### src/rtl/cache_arbiter.sv
// Two-requester line-port arbiter: steers the single L2 port between the L1 I-cache
// and L1 D-cache, one line transaction at a time, round-robin on ties.
module cache_arbiter #(
   parameter int LINE_WIDTH = 256,
   parameter int ADDR_WIDTH = 32
) (
   input  logic                  clk,
   input  logic                  rst,
   // instruction-cache side
   input  logic                  i_read,
   input  logic [ADDR_WIDTH-1:0] i_address,
   output logic [LINE_WIDTH-1:0] i_rdata,
   output logic                  i_resp,
   // data-cache side
   input  logic                  d_read,
   input  logic                  d_write,
   input  logic [ADDR_WIDTH-1:0] d_address,
   input  logic [LINE_WIDTH-1:0] d_wdata,
   output logic [LINE_WIDTH-1:0] d_rdata,
   output logic                  d_resp,
   // memory side
   output logic                  mem_read,
   output logic                  mem_write,
   output logic [ADDR_WIDTH-1:0] mem_address,
   output logic [LINE_WIDTH-1:0] mem_wdata,
   input  logic [LINE_WIDTH-1:0] mem_rdata,
   input  logic                  mem_resp
);

   typedef enum logic [1:0] {
      IDLE    = 2'd0,
      SERVE_I = 2'd1,
      SERVE_D = 2'd2
   } state_t;

   state_t state_q, state_d;
   // 0 = I-cache was served last, 1 = D-cache was served last
   logic   last_grant_q, last_grant_d;

   logic i_req;
   logic d_req;

   assign i_req = i_read;
   assign d_req = d_read | d_write;

   // Read data is broadcast; each cache qualifies it with its own resp.
   assign i_rdata = mem_rdata;
   assign d_rdata = mem_rdata;

   always_ff @(posedge clk or posedge rst) begin
      if (rst) begin
         state_q      <= IDLE;
         last_grant_q <= 1'b1;
      end else begin
         state_q      <= state_d;
         last_grant_q <= last_grant_d;
      end
   end

   always_comb begin
      state_d      = state_q;
      last_grant_d = last_grant_q;
      mem_read     = 1'b0;
      mem_write    = 1'b0;
      mem_address  = '0;
      mem_wdata    = '0;
      i_resp       = 1'b0;
      d_resp       = 1'b0;

      case (state_q)
         IDLE: begin
            // mem_resp is deliberately ignored here
            if (i_req && d_req) begin
               state_d = last_grant_q ? SERVE_I : SERVE_D;
            end else if (i_req) begin
               state_d = SERVE_I;
            end else if (d_req) begin
               state_d = SERVE_D;
            end
         end

         SERVE_I: begin
            mem_read    = 1'b1;
            mem_address = i_address;
            if (mem_resp) begin
               i_resp       = 1'b1;
               last_grant_d = 1'b0;
               state_d      = IDLE;
            end
         end

         SERVE_D: begin
            // A writeback takes priority over a read raised at the same time.
            mem_write   = d_write;
            mem_read    = d_read & ~d_write;
            mem_address = d_address;
            mem_wdata   = d_wdata;
            if (mem_resp) begin
               d_resp       = 1'b1;
               last_grant_d = 1'b1;
               state_d      = IDLE;
            end
         end

         default: begin
            state_d = IDLE;
         end
      endcase
   end

endmodule

### config.mk
export PLATFORM = sky130hd
export DESIGN_NAME = cache_arbiter
export DESIGN_NICKNAME = d
export VERILOG_FILES = /design/src/rtl/cache_arbiter.sv
export SDC_FILE = /design/constraint.sdc
export NUM_CORES = 1
export LEC_CHECK = 0
export BUFFER_PORTS_ARGS = -buffer_cell sky130_fd_sc_hd__buf_2
export CORE_AREA = 4 4 538 540
export CTS_CLUSTER_SIZE = 10
export DETAILED_ROUTE_END_ITERATION = 8
export DIE_AREA = 0 0 542 544
export GPL_ROUTABILITY_DRIVEN = 0
export SLEW_MARGIN = 10
export SYNTH_ARGS = -nofsm -noshare
export SYNTH_HDL_FRONTEND = slang
export SYNTH_SLANG_ARGS = --single-unit
### constraint.sdc
create_clock -name clk -period 2.55 [get_ports clk]
set_clock_uncertainty 0.1 [all_clocks]
set_input_delay 0.51 -clock clk [delete_from_list [all_inputs] [get_ports clk]]
set_output_delay 0.51 -clock clk [all_outputs]
set_load 0.02 [all_outputs]
==> reports/qor.yml <==
setup_path:
  crit_required_ns: 1.94
  critPathMaxFanout: 52
  slowest_stage: "dfrtp_1"
  critical_path_class: "reg -> out"
  worst_path_largest_cell_delay_ns: 0.38
  setup.worst_path.end_class: "primary output"
  startpoint_type: "register"
  path_cells: "inv_1, ha_4, buf_12, and2_4, buf_2"
  r2r_cells: 6
  critPathArrivalTime_ns: 1.92
timing:
  period_share: 0.993
  setup_viol: 0
  slew_headroom: 0.769
  fmax_mhz: 395
  tightestPinTransition_ns: 0.350
  slew_violations: 0
  fin_hold_ws_ns: 0.0518
  hold_viol: 0
  rsz0062_at_grt: "true"
  period_needed_ns: 2.53
  fin_tns_setup_ns: 0
pwr:
  leakagePower_nw: 4.51
  p_sw_w: 0.00604
  peakVddDrop_mv: 0.316
  internal_power_w: 0.00411
  power_frac_comb: 0.966
  p_sw_frac: 0.595
  p_clk_frac: 0.025
  power_density_nw_per_um2: 813
  seqPwrFrac: 0.010
clock_network:
  cts_tree: "built"
  cts_made_buffers: 3
  ctsHoldBuffers: 0
  numClockSinks: 3
  cts.reportedPaths.clkPinSlew_ns: 0.03
  root_buffer: "clkbuf_16"
  clockBufferDepth: 2
  clock_latency_ns: 0.23
  ctsHtreeMaxLevel: 1
global_routing:
  grt_max_degree: 67
  grt_antenna_before_repair: 198
  grt_pass1_vias: 6785
  grt-ovfl-total: 0
  track_usage: 0.137
  grt_pass1_wl_um: 230000
layout:
  nNetsFinal: 1569
  drive_gt1_frac: 0.854
  fin_util: 0.0439
  fin_area_um2: 12500
  syn2layout_area_growth_pct: 76.4
synthesis:
  synth_cells: 899
  postSynthAreaPerCell_um2: 7.87
  ys_types: 25
  syn-num-nets: 1485
  syn_area_um2: 7070
  yosysSeqAreaShare: 0.0108
  ys_ff_latch: 3
  synth_warnings: 0
floorplan:
  die_y_um: 544
  rows: 196
  dieArea_um2: 295000
  start_util: 0.0249
  core_area_um2: 284000
  die_w_um: 542
  pin_count: 1386
detailed_routing:
  vias: 7206
  post_drt_wl_per_cell_um: 44.2
  drc: 0
  drtIter0Drc: 316
  wirelength_um: 212000
  ant_nets: 0
  firstDrtPassIters: 4
  viasPerCell: 1.50
place:
  post_dp_cell_area_um2: 12200
  io_buffers: 617
  hpwl_um: 207000
hold_path:
  hold_class: "in -> async"
flow_run:
  drv_cap: 0
outcome:
  status: "finished clean"
==> worst paths after layout <==
| check | startpoint | to | slack [ns] |
|---|---|---|---|
| worst max-delay path | state_q[0] | mem_wdata[108] | 0.02 |
| worst min-delay path | rst | state_q[1] | 0.05 |
| worst max register to register | state_q[1] | state_q[0] | 0.70 |
| worst min register to register | last_grant_q | last_grant_q | 0.42 |
| max in group asynchronous | rst | last_grant_q | 2.08 |
| min in group clk | last_grant_q | last_grant_q | 0.42 |
==> through the flow <==
step	setup slack, ns	power, W	instances
after floorplan	0.600	0.00566	899
after global placement	0.288	0.0102	4740
after detailed placement	0.192	0.0103	4740
after CTS	0.00192	0.0105	4744
after global routing	-0.0230	0.0108	4755
final	0.0172	0.0101	4791
==> cell usage after synthesis (all sizes together) <==
library cell    n  share of area
a21boi          1         0.0011
inv             5         0.0027
and3b           1         0.0012
nor2            1        0.00053
nand2b          1        0.00088
o2111ai         1         0.0012
nor2b          32          0.028
a21oi           1        0.00071
dfstp           1         0.0037
buf           544           0.60
dfrtp           2         0.0071
and2          259           0.30
o21a            1         0.0011
clkbuf          8         0.0044
a32o            1         0.0014
o21ai           3         0.0021
nand2           1        0.00053
a22oi          32          0.034
ha              4         0.0071
==> logic make-up after synthesis <==
group / Yosys count / synth area share
buffers and inverters: 557 / 0.609
and+or+nand+nor: 295 / 0.331
AOI/OAI and AO/OA: 40 / 0.0416
adders and majority gates: 4 / 0.00707
DFF: 3 / 0.0108
==> area by class of cell <==
| cell class | count | area (µm²) |
|---|---|---|
| antenna | 47 | 118 |
| clock buffer | 4 | 78.8 |
| fill | 33900 | 272000 |
| inverter | 5 | 18.8 |
| multi-input combinational | 339 | 2710 |
| sequential | 3 | 76.3 |
| tap | 3762 | 4710 |
| timing repair buffer | 631 | 4770 |
==> worst max-delay path: cells and delay by family (launching register included) <==
family / cells / cell delay (ns)
and+or+nand+nor: 1 / 0.20
DFF: 1 / 0.38
adders and majority gates: 1 / 0.28
buffers and inverters: 3 / 0.74
==> sequential cells by signal, indices dropped and copies added (netlist names) <==
register / count
last_grant_q: 1
state_q: 2
==> power groups by stage <==
stage	logic [W]	registers [W]	clock network (W)
after floorplan	0.00558	0.0000866	0
after global placement	0.0101	0.0000916	0
after detailed placement	0.0102	0.0000959	0
after CTS	0.0102	0.0000965	0.000254
after global routing	0.0104	0.000100	0.000257
final	0.00980	0.0000976	0.000250
==> layer usage <==
metal / track usage / share of wire
met4: 0.0273 / 0.028
met3: 0.236 / 0.37
met2: 0.197 / 0.40
met1: 0.0807 / 0.20
met5: 0.00162 / 0.0035
==> cells in the final DEF, fill, tap and decap left out, drive strengths merged <==
cell	n
o21ai	3
nor2	1
dfrtp	2
a32o	1
and2	259
buf	606
nand2b	1
o21a	1
nand2	1
diode	47
a21boi	1
dfstp	1
a22oi	32
and3b	1
o2111ai	1
nor2b	32
a21oi	1
clkbuf	29
ha	4
inv	5
==> timing repair <==
item / in CTS / in global routing
gates resized for setup: 2 / 28
endpoints found under the setup margin: 37 / 40
buffers inserted: 0 / 0
pin swaps: 1 / 0
No activity file was read; power rests on OpenSTA's default activity.
